File: src/rtl/mbox_pf_seq_if.sv
// Error-source / EBOX side signal bundle for the page-fail sequencer.
interface mbox_pf_seq_if #(
    parameter int ADR_W = 9
);
    logic             eboxCyc;
    logic             eboxT0;
    logic             mboxRespIn;
    logic             pfEboxHandle;
    logic [6:0]       pfCode;
    logic             cshAdrParErr;
    logic             mbParErr;
    logic             adrParErr;
    logic             nxmErr;
    logic             sbusErr;
    logic [ADR_W-1:0] gateVma;
    logic [4:0]       errClr;
    logic             errIntEn;
    logic             pageFailHold;
    logic             eboxRetryReq;
    logic [10:0]      pfDisp;
    logic [4:0]       errSticky;
    logic [ADR_W-1:0] errFirstAdr;
    logic [3:0]       errFirstCls;
    logic             errOverflow;
    logic             aprErrInt;

    modport master (
        output eboxCyc, eboxT0, mboxRespIn, pfEboxHandle, pfCode,
        output cshAdrParErr, mbParErr, adrParErr, nxmErr, sbusErr,
        output gateVma, errClr, errIntEn,
        input  pageFailHold, eboxRetryReq, pfDisp, errSticky,
        input  errFirstAdr, errFirstCls, errOverflow, aprErrInt
    );

    modport slave (
        input  eboxCyc, eboxT0, mboxRespIn, pfEboxHandle, pfCode,
        input  cshAdrParErr, mbParErr, adrParErr, nxmErr, sbusErr,
        input  gateVma, errClr, errIntEn,
        output pageFailHold, eboxRetryReq, pfDisp, errSticky,
        output errFirstAdr, errFirstCls, errOverflow, aprErrInt
    );
endinterface

File: src/rtl/mbox_pf_seq.sv
// Page-fail / error sequencer between MBOX/CSH error sources and the EBOX.
// Sticky error capture plus hold / bounded-retry control for EBOX cycles.
module mbox_pf_seq #(
    parameter int MAX_RETRY = 3,
    parameter int ADR_W     = 9
) (
    input logic          clk,
    input logic          resetN,
    mbox_pf_seq_if.slave bus
);
    typedef enum logic [1:0] {
        IDLE  = 2'd0,
        RETRY = 2'd1,
        HOLD  = 2'd2
    } state_t;

    localparam logic [3:0] CLS_PAGE   = 4'h1;
    localparam logic [3:0] CLS_NXM    = 4'h2;
    localparam logic [3:0] CLS_MBPAR  = 4'h3;
    localparam logic [3:0] CLS_ADRPAR = 4'h4;
    localparam logic [3:0] CLS_SBUS   = 4'h5;
    localparam logic [3:0] CLS_EXH    = 4'h6;
    localparam logic [3:0] CLS_CSHPAR = 4'h7;
    localparam logic [3:0] RETRY_MAX  = 4'(MAX_RETRY);

    state_t           state;
    logic [3:0]       retry_cnt;
    logic             hold;
    logic             retry_req;
    logic [10:0]      disp;
    logic [4:0]       sticky;
    logic [ADR_W-1:0] first_adr;
    logic [3:0]       first_cls;
    logic             overflow;

    logic [4:0]  err;
    logic        fatal;
    logic        any_err;
    logic        any_strobe;
    logic        csh_only;
    logic        take_pf;
    logic [3:0]  fault_cls;
    logic [10:0] fault_disp;
    logic [3:0]  cap_cls;
    logic [4:0]  sticky_nxt;

    assign err = {bus.nxmErr, bus.mbParErr, bus.adrParErr,
                  bus.sbusErr, bus.cshAdrParErr};
    assign fatal      = |err[4:1];
    assign any_err    = |err;
    assign any_strobe = any_err | bus.pfEboxHandle;
    assign csh_only   = bus.cshAdrParErr & ~fatal & ~bus.pfEboxHandle;
    assign take_pf    = bus.eboxCyc & (fatal | bus.pfEboxHandle);
    assign sticky_nxt = (sticky & ~bus.errClr) | err;

    always_comb begin
        fault_cls = CLS_PAGE;
        priority case (1'b1)
            bus.nxmErr:    fault_cls = CLS_NXM;
            bus.mbParErr:  fault_cls = CLS_MBPAR;
            bus.adrParErr: fault_cls = CLS_ADRPAR;
            bus.sbusErr:   fault_cls = CLS_SBUS;
            default:       fault_cls = CLS_PAGE;
        endcase
    end

    // Only a pure PAG failure carries detail; hardware errors report 0.
    assign fault_disp = (fault_cls == CLS_PAGE) ?
                        {CLS_PAGE, bus.pfCode} : {fault_cls, 7'd0};
    assign cap_cls    = fatal ? fault_cls : CLS_CSHPAR;

    always_ff @(posedge clk or negedge resetN) begin
        if (!resetN) begin
            state     <= IDLE;
            retry_cnt <= 4'd0;
            hold      <= 1'b0;
            retry_req <= 1'b0;
            disp      <= 11'd0;
            sticky    <= 5'd0;
            first_adr <= '0;
            first_cls <= 4'd0;
            overflow  <= 1'b0;
        end else begin
            sticky <= sticky_nxt;
            if (sticky == 5'd0 && any_err) begin
                first_adr <= bus.gateVma;
                first_cls <= cap_cls;
            end
            if (sticky_nxt == 5'd0)
                overflow <= 1'b0;
            else if (sticky != 5'd0 && any_err)
                overflow <= 1'b1;

            unique case (state)
                IDLE: begin
                    if (take_pf) begin
                        state     <= HOLD;
                        hold      <= 1'b1;
                        disp      <= fault_disp;
                        retry_cnt <= 4'd0;
                    end else if (bus.eboxCyc && csh_only) begin
                        if (retry_cnt < RETRY_MAX) begin
                            state     <= RETRY;
                            retry_req <= 1'b1;
                            retry_cnt <= retry_cnt + 4'd1;
                        end else begin
                            state     <= HOLD;
                            hold      <= 1'b1;
                            disp      <= {CLS_EXH, 3'b000, retry_cnt};
                            retry_cnt <= 4'd0;
                        end
                    end else if (bus.mboxRespIn && !any_strobe) begin
                        retry_cnt <= 4'd0;
                    end
                end
                RETRY: begin
                    // A real fault outranks the pending retry ack.
                    if (take_pf) begin
                        state     <= HOLD;
                        retry_req <= 1'b0;
                        hold      <= 1'b1;
                        disp      <= fault_disp;
                        retry_cnt <= 4'd0;
                    end else if (bus.eboxT0) begin
                        state     <= IDLE;
                        retry_req <= 1'b0;
                    end
                end
                HOLD: begin
                    if (bus.eboxT0) begin
                        state <= IDLE;
                        hold  <= 1'b0;
                    end
                end
                default: begin
                    state     <= IDLE;
                    hold      <= 1'b0;
                    retry_req <= 1'b0;
                end
            endcase
        end
    end

    assign bus.pageFailHold = hold;
    assign bus.eboxRetryReq = retry_req;
    assign bus.pfDisp       = disp;
    assign bus.errSticky    = sticky;
    assign bus.errFirstAdr  = first_adr;
    assign bus.errFirstCls  = first_cls;
    assign bus.errOverflow  = overflow;
    assign bus.aprErrInt    = bus.errIntEn & (|sticky);
endmodule

File: src/flat_wrapper.sv
// flat-port wrapper written by rule: the top's interface ports become plain ports
module mbox_pf_seq_flat 
#(
    parameter int MAX_RETRY = 3,
    parameter int ADR_W     = 9
)
  (clk, resetN, bus_eboxCyc, bus_eboxT0, bus_mboxRespIn, bus_pfEboxHandle, bus_pfCode, bus_cshAdrParErr, bus_mbParErr, bus_adrParErr, bus_nxmErr, bus_sbusErr, bus_gateVma, bus_errClr, bus_errIntEn, bus_pageFailHold, bus_eboxRetryReq, bus_pfDisp, bus_errSticky, bus_errFirstAdr, bus_errFirstCls, bus_errOverflow, bus_aprErrInt);
  mbox_pf_seq_if #(.ADR_W(ADR_W)) bus_i ();
  input logic clk;
  input logic resetN;
  input wire logic [$bits(bus_i.eboxCyc)-1:0] bus_eboxCyc;
  input wire logic [$bits(bus_i.eboxT0)-1:0] bus_eboxT0;
  input wire logic [$bits(bus_i.mboxRespIn)-1:0] bus_mboxRespIn;
  input wire logic [$bits(bus_i.pfEboxHandle)-1:0] bus_pfEboxHandle;
  input wire logic [$bits(bus_i.pfCode)-1:0] bus_pfCode;
  input wire logic [$bits(bus_i.cshAdrParErr)-1:0] bus_cshAdrParErr;
  input wire logic [$bits(bus_i.mbParErr)-1:0] bus_mbParErr;
  input wire logic [$bits(bus_i.adrParErr)-1:0] bus_adrParErr;
  input wire logic [$bits(bus_i.nxmErr)-1:0] bus_nxmErr;
  input wire logic [$bits(bus_i.sbusErr)-1:0] bus_sbusErr;
  input wire logic [$bits(bus_i.gateVma)-1:0] bus_gateVma;
  input wire logic [$bits(bus_i.errClr)-1:0] bus_errClr;
  input wire logic [$bits(bus_i.errIntEn)-1:0] bus_errIntEn;
  output wire logic [$bits(bus_i.pageFailHold)-1:0] bus_pageFailHold;
  output wire logic [$bits(bus_i.eboxRetryReq)-1:0] bus_eboxRetryReq;
  output wire logic [$bits(bus_i.pfDisp)-1:0] bus_pfDisp;
  output wire logic [$bits(bus_i.errSticky)-1:0] bus_errSticky;
  output wire logic [$bits(bus_i.errFirstAdr)-1:0] bus_errFirstAdr;
  output wire logic [$bits(bus_i.errFirstCls)-1:0] bus_errFirstCls;
  output wire logic [$bits(bus_i.errOverflow)-1:0] bus_errOverflow;
  output wire logic [$bits(bus_i.aprErrInt)-1:0] bus_aprErrInt;
  assign bus_i.eboxCyc = bus_eboxCyc;
  assign bus_i.eboxT0 = bus_eboxT0;
  assign bus_i.mboxRespIn = bus_mboxRespIn;
  assign bus_i.pfEboxHandle = bus_pfEboxHandle;
  assign bus_i.pfCode = bus_pfCode;
  assign bus_i.cshAdrParErr = bus_cshAdrParErr;
  assign bus_i.mbParErr = bus_mbParErr;
  assign bus_i.adrParErr = bus_adrParErr;
  assign bus_i.nxmErr = bus_nxmErr;
  assign bus_i.sbusErr = bus_sbusErr;
  assign bus_i.gateVma = bus_gateVma;
  assign bus_i.errClr = bus_errClr;
  assign bus_i.errIntEn = bus_errIntEn;
  assign bus_pageFailHold = bus_i.pageFailHold;
  assign bus_eboxRetryReq = bus_i.eboxRetryReq;
  assign bus_pfDisp = bus_i.pfDisp;
  assign bus_errSticky = bus_i.errSticky;
  assign bus_errFirstAdr = bus_i.errFirstAdr;
  assign bus_errFirstCls = bus_i.errFirstCls;
  assign bus_errOverflow = bus_i.errOverflow;
  assign bus_aprErrInt = bus_i.aprErrInt;
  mbox_pf_seq #(.MAX_RETRY(MAX_RETRY), .ADR_W(ADR_W)) u_core (.clk(clk), .resetN(resetN), .bus(bus_i));
endmodule
File: config.mk
export PLATFORM = sky130hd
export DESIGN_NAME = mbox_pf_seq_flat
export DESIGN_NICKNAME = d
export VERILOG_FILES = /design/src/rtl/mbox_pf_seq_if.sv /design/src/rtl/mbox_pf_seq.sv /design/src/flat_wrapper.sv
export SDC_FILE = /design/constraint.sdc
export NUM_CORES = 1
export LEC_CHECK = 0
export CORE_UTILIZATION = 46
export DETAILED_ROUTE_END_ITERATION = 10
export PLACE_DENSITY = 0.87
export SKIP_CTS_REPAIR_TIMING = 1
export SLEW_MARGIN = 20
export SYNTH_ARGS = -nofsm -noshare
export SYNTH_HDL_FRONTEND = slang
export SYNTH_SLANG_ARGS = --single-unit
File: constraint.sdc
create_clock -name clk -period 3.4 [get_ports clk]
set_input_delay 0.51 -clock clk [delete_from_list [all_inputs] [get_ports clk]]
set_output_delay 0.51 -clock clk [all_outputs]
set_load 0.05 [all_outputs]
=== Word level (Yosys, flattened, before mapping) ===
Cells that the tools add are included.

* Bits in registers: 38
* Word-level logic and storage cells: 89

* Add/subtract/negate cells: 1
* $lt $le $gt $ge: 1
* Equal/unequal tests: 12
* Multiplexer cells: 36
* Bitwise gates (word level): 12
* Reductions and logical operators: 18

{| class="wikitable"
|+ Operators by type and width
! kind !! count
|-
| $mux W11 || 5
|-
| $mux W4 || 8
|-
| $pmux W11 S2 || 1
|-
| $mux W1 || 11
|-
| $logic_not A5 Y1 || 2
|-
| $mux W2 || 5
|-
| $reduce_or A5 Y1 || 2
|-
| $pmux W4 S2 || 1
|-
| $reduce_and A4 Y1 || 2
|-
| $mux W3 || 2
|-
| $ne A2 B1 Y1 const B || 3
|-
| $ne A3 B2 Y1 const B || 2
|-
| $pmux W1 S3 || 2
|-
| $pmux W2 S3 || 1
|-
| $and A5 B5 Y5 || 1
|-
| $not A5 Y5 || 1
|-
| $or A5 B5 Y5 || 1
|-
| $reduce_and A5 Y1 || 1
|-
| $reduce_bool A5 Y1 || 1
|-
| $add A4 B1 Y4 const B || 1
|-
| $and A1 B1 Y1 || 4
|-
| $eq A4 B1 Y1 const B || 1
|-
| $logic_and A1 B1 Y1 || 4
|-
| $lt A4 B2 Y1 const B || 1
|-
| other kinds (12) || 17
|}

=== Longest topological paths before layout ===
* Word-level depth: 8
* Mapped depth: 6
* Depth with buffers taken out: 5

=== Worst setup path before layout ===
OpenSTA, ideal clock, no wires.

* Path kind: input to register
* From: input port bus_adrParErr
* To: register u_core.first_adr[2], in the netlist u_core.bus.errFirstAdr[2]
* Setup time: 0.125 ns
* Data arrival time: 1.883 ns
* Required time: 3.275 ns
* Slack: 1.393 ns
* Stages: 5
* Path buffers: 2
* Cells stage by stage: or4_4 -> buf_6 -> o211ai_2 -> buf_4 -> mux2_2

* Longest elaborated chain between the ends: 2

{| class="wikitable"
|+ RTL lines
! what !! line !! text
|-
| start, declared || flat_wrapper.sv:18 || <nowiki>input wire logic [$bits(bus_i.adrParErr)-1:0] bus_adrParErr;</nowiki>
|-
| $reduce_or A5 Y1 || mbox_pf_seq.sv:50 || <nowiki>assign any_err = |err;</nowiki>
|-
| $logic_and A1 B1 Y1 || mbox_pf_seq.sv:85 || <nowiki>if (sticky == 5'd0 && any_err) begin</nowiki>
|-
| end signal, assigned || mbox_pf_seq.sv:86 || <nowiki>first_adr <= bus.gateVma;</nowiki>
|-
| end, declared || mbox_pf_seq.sv:32 || <nowiki>logic [ADR_W-1:0] first_adr;</nowiki>
|}

No other way between the ends.
A chain may end at the register's enable or synchronous reset.

=== Final worst setup path ===
* From: register u_core.sticky[3], in the netlist u_core.bus.errSticky[3]
* To: output port bus_aprErrInt

* Longest elaborated chain between the ends: 2

{| class="wikitable"
|+ RTL lines
! what !! line !! text
|-
| start, declared || mbox_pf_seq.sv:31 || <nowiki>logic [4:0] sticky;</nowiki>
|-
| start signal, assigned || mbox_pf_seq.sv:84 || <nowiki>sticky <= sticky_nxt;</nowiki>
|-
| $reduce_or A5 Y1 || mbox_pf_seq.sv:151 || <nowiki>assign bus.aprErrInt = bus.errIntEn & (|sticky);</nowiki>
|-
| $and A1 B1 Y1 || mbox_pf_seq.sv:151 ||
|-
| end, declared || flat_wrapper.sv:31 || <nowiki>output wire logic [$bits(bus_i.aprErrInt)-1:0] bus_aprErrInt;</nowiki>
|}

No other way between the ends.

==> impl_metrics.py <==
metrics = {
    "route": {
        "highest_layer": "met4",
        "vias_per_cell": 5.455,
        "drt_pass1_iterations": 4,
        "drt_wl_total_um": 3919,
        "routed-wl-met2_um": 1969,
        "wl_met1_um": 1487,
        "num_vias": 1391,
        "wl_met3_um": 384,
        "wl_per_cell_um": 15.37,
        "drtIter0Drc": 54,
        "ant_nets": 0,
        "drc": 0,
    },
    "worst_setup_path": {
        "end_kind": "primary output",
        "crit_chain": "nor3_1, nand2_1, and2_1, clkdlybuf4s50_1",
        "crit_fanout": 3,
        "max_stage_delay_ns": 0.69,
        "cp-start-kind": "flip-flop",
        "criticalPathCategory": "reg -> out",
        "worst-path-buf-inv": 1,
        "crit_required_ns": 2.89,
        "slowest_stage": "clkdlybuf4s50_1",
        "path_delay_family": "buffers and inverters",
        "arrival_ns": 2.15,
    },
    "die": {
        "num_io_pins": 66,
        "start_util_pct": 49.05,
        "core_area_sq_mm": 0.003416,
        "die_w_um": 62.35,
        "die_area_sq_mm": 0.003888,
        "num_rows": 21,
        "die_y_um": 62.35,
    },
    "clock_network": {
        "cts.path.max_buffers": 2,
        "cts.clk_slew.worst_paths_ns": 0.11,
        "root_buffer": "clkbuf_4",
        "cts_tree": "yes",
        "cts_made_buffers": 5,
        "clk_latency_ns": 0.35,
        "h-tree-depth": 2,
        "cts.sinks": 36,
    },
    "logic_synthesis": {
        "ys.flop_type": "dfrtp_1",
        "synth_top_family_by_area": "compound AO/OA/AOI/OAI gates",
        "ys_seq_area_share_pct": 53.77,
        "synth.area.mux_share_pct": 11.20,
        "synth_cell_types": 36,
        "synth_edf_count": 0,
        "async_flop_share_pct": 100.0,
        "avgSynthCellArea_sq_um": 11.55,
        "ys_ff_latch": 36,
        "syn_inst": 145,
        "synthAdderAreaFrac_pct": 0.7468,
        "synth-xor-area-share_pct": 0,
        "synthSimpleGateAreaFrac_pct": 11.95,
        "synth_compound_area_share_pct": 15.83,
        "synth_area_sq_mm": 0.001675,
        "yosys_warnings": 0,
    },
    "power": {
        "max-vdd-ir-drop_mv": 0.2997,
        "switching_share_pct": 35.17,
        "p_int_uw": 658.1,
        "power_uw": 1015,
        "pwr-share-clk_pct": 22.6,
        "powerDensity_mw_per_mm2": 428.1,
        "seq_power_share_pct": 47.7,
        "power.leakage_uw": 0.001041,
        "switchingPower_uw": 357.0,
        "p_comb_share_pct": 29.7,
    },
    "final_layout": {
        "layout.nets": 242,
        "layout-drive-gt1-share_pct": 13.88,
        "diodes": 0,
        "area_growth_pct": 41.52,
    },
    "sta": {
        "setup_viol": 0,
        "final_period_minus_worst_setup_slack_ns": 2.659,
        "fin_skew_ns": 0.006496,
        "slew_viol_final": 0,
        "worst_slew_pin_slew_ns": 0.5834,
        "fin_crit_sh_pct": 78.20,
        "rsz0062_at_grt": "false",
        "clock.fmax_mhz": 376.1,
        "max_slew_margin_pct": 60.99,
        "fin_ws_ns": 0.7411,
        "hold_viol_final": 0,
        "setup-tns-final_ns": 0,
    },
    "min_path": {
        "min_path_type": "reg -> reg",
    },
    "grt": {
        "grt_pass1_wl_um": 6541,
        "grt_usage_pct": 22.46,
        "grt_max_degree": 37,
        "grt_pass1_vias": 1385,
        "overflow": 0,
        "antenna_found_initial": 0,
    },
    "place": {
        "port-buffer-count": 63,
        "dpl_worst_slack_ns": 0.6934,
        "globalplace.congestion": 0.8109,
        "hpwlAfterDp_um": 2963,
    },
    "run": {
        "max_cap_violations": 0,
    },
    "outcome": {
        "status": "finished, final reports clean",
    },
}
cell usage in the layout (no fill, tap or decap), types with 2 or more instances in the layout:
cell	synthesis	final
clkdlybuf4s50_1	0	63
dfrtp_1	36	36
mux2_2	14	14
inv_1	12	12
nand2_1	9	9
nor2_1	8	8
a21o_1	6	6
a21oi_1	5	5
clkbuf_4	0	5
nor3_1	4	4
o22a_1	4	4
nor2b_1	3	3
mux2i_1	3	3
and2_1	2	2
or4_4	2	2
nand3_1	2	2
or4_1	2	2
o22ai_1	2	2
o211ai_1	2	2
o32ai_1	2	2
nand2b_1	2	2
a32o_1	2	2
a22o_1	2	2
conb_1	1	2
clkinv_2	0	2
power groups by stage:
stage	Combinational, uW	Clock [uW]	Sequential [uW]
final	302	229	484
after global routing	317	261	488
after CTS	304	236	484
after detailed placement	303	0	492
after global placement	296	0	490
after floorplan	76.8	0	591
area by class of cell:
type	count	area (sq um)
multi-input combinational	89	673.1
clock buffer	5	37.54
sequential	36	900.9
fill	261	1045
clock inverter	3	18.77
timing repair buffer	64	638.1
tap	46	57.56
inverter	12	45.04
cells in the mapped netlist, types with 3 or more instances:
cell / number / area share (%)
dfrtp_1: 36 / 54
mux2_2: 14 / 9.4
inv_1: 12 / 2.7
nand2_1: 9 / 2.0
nor2_1: 8 / 1.8
a21o_1: 6 / 2.7
a21oi_1: 5 / 1.5
clkbuf_1: 4 / 0.90
nor3_1: 4 / 1.2
o22a_1: 4 / 2.1
buf_4: 3 / 1.3
mux2i_1: 3 / 1.8
nor2b_1: 3 / 1.1
state kept, by name, indices dropped and copies added, names as in the netlist:
name / cells
u_core.bus.pageFailHold: 1
u_core.state: 2
u_core.bus.errOverflow: 1
u_core.bus.eboxRetryReq: 1
u_core.bus.errFirstCls: 3
u_core.bus.errSticky: 5
u_core.retry_cnt: 4
u_core.bus.pfDisp: 10
u_core.bus.errFirstAdr: 9
per-stage QoR:
stage / area [sq um] / utilization, % / hold WS, ns / instances
after detailed placement: 2315 / 67.77 / 0.4849 / 247
after floorplan: 1679 / - / 0.2144 / 146
after global placement: 2315 / 67.77 / 0.4726 / 247
after CTS: 2371 / 69.41 / 0.5113 / 255
after global routing: 2371 / 69.41 / 0.5403 / 255
final: 2371 / 69.41 / 0.5047 / 255
routing by layer:
layer | vias to the layer above | global-route usage [%]
met5 | - | 0
met4 | 0 | 9.593
met3 | 8 | 9.375
met2 | 75 | 37.77
met1 | 668 | 24.88
li1 | 640 | -
cells by family after synthesis:
family	after synthesis
simple gates	37
flops	36
compound gates	32
buf+inv	21
mux	17
fa+ha+maj	1
other cells	1
worst paths after layout:
kind	start	endpoint	slack, ns	cells after the start
worst min register to register	u_core.bus.errOverflow$_DFFE_PN0P_	u_core.bus.errOverflow$_DFFE_PN0P_	0.50	1
worst max-delay path	u_core.bus.errSticky[3]$_DFF_PN0_	bus_aprErrInt	0.74	4
worst max register to register	u_core.state[0]$_DFFE_PN0P_	u_core.retry_cnt[1]$_DFFE_PN0P_	1.51	4
max in group asynchronous	resetN	u_core.bus.errFirstAdr[8]$_DFFE_PN0P_	2.50	2
min in group asynchronous	resetN	u_core.bus.pfDisp[1]$_DFFE_PN0P_	0.58	2
worst min-delay path	u_core.bus.errOverflow$_DFFE_PN0P_	u_core.bus.errOverflow$_DFFE_PN0P_	0.50	1
Note: power is estimated with default switching activity, not from simulation.
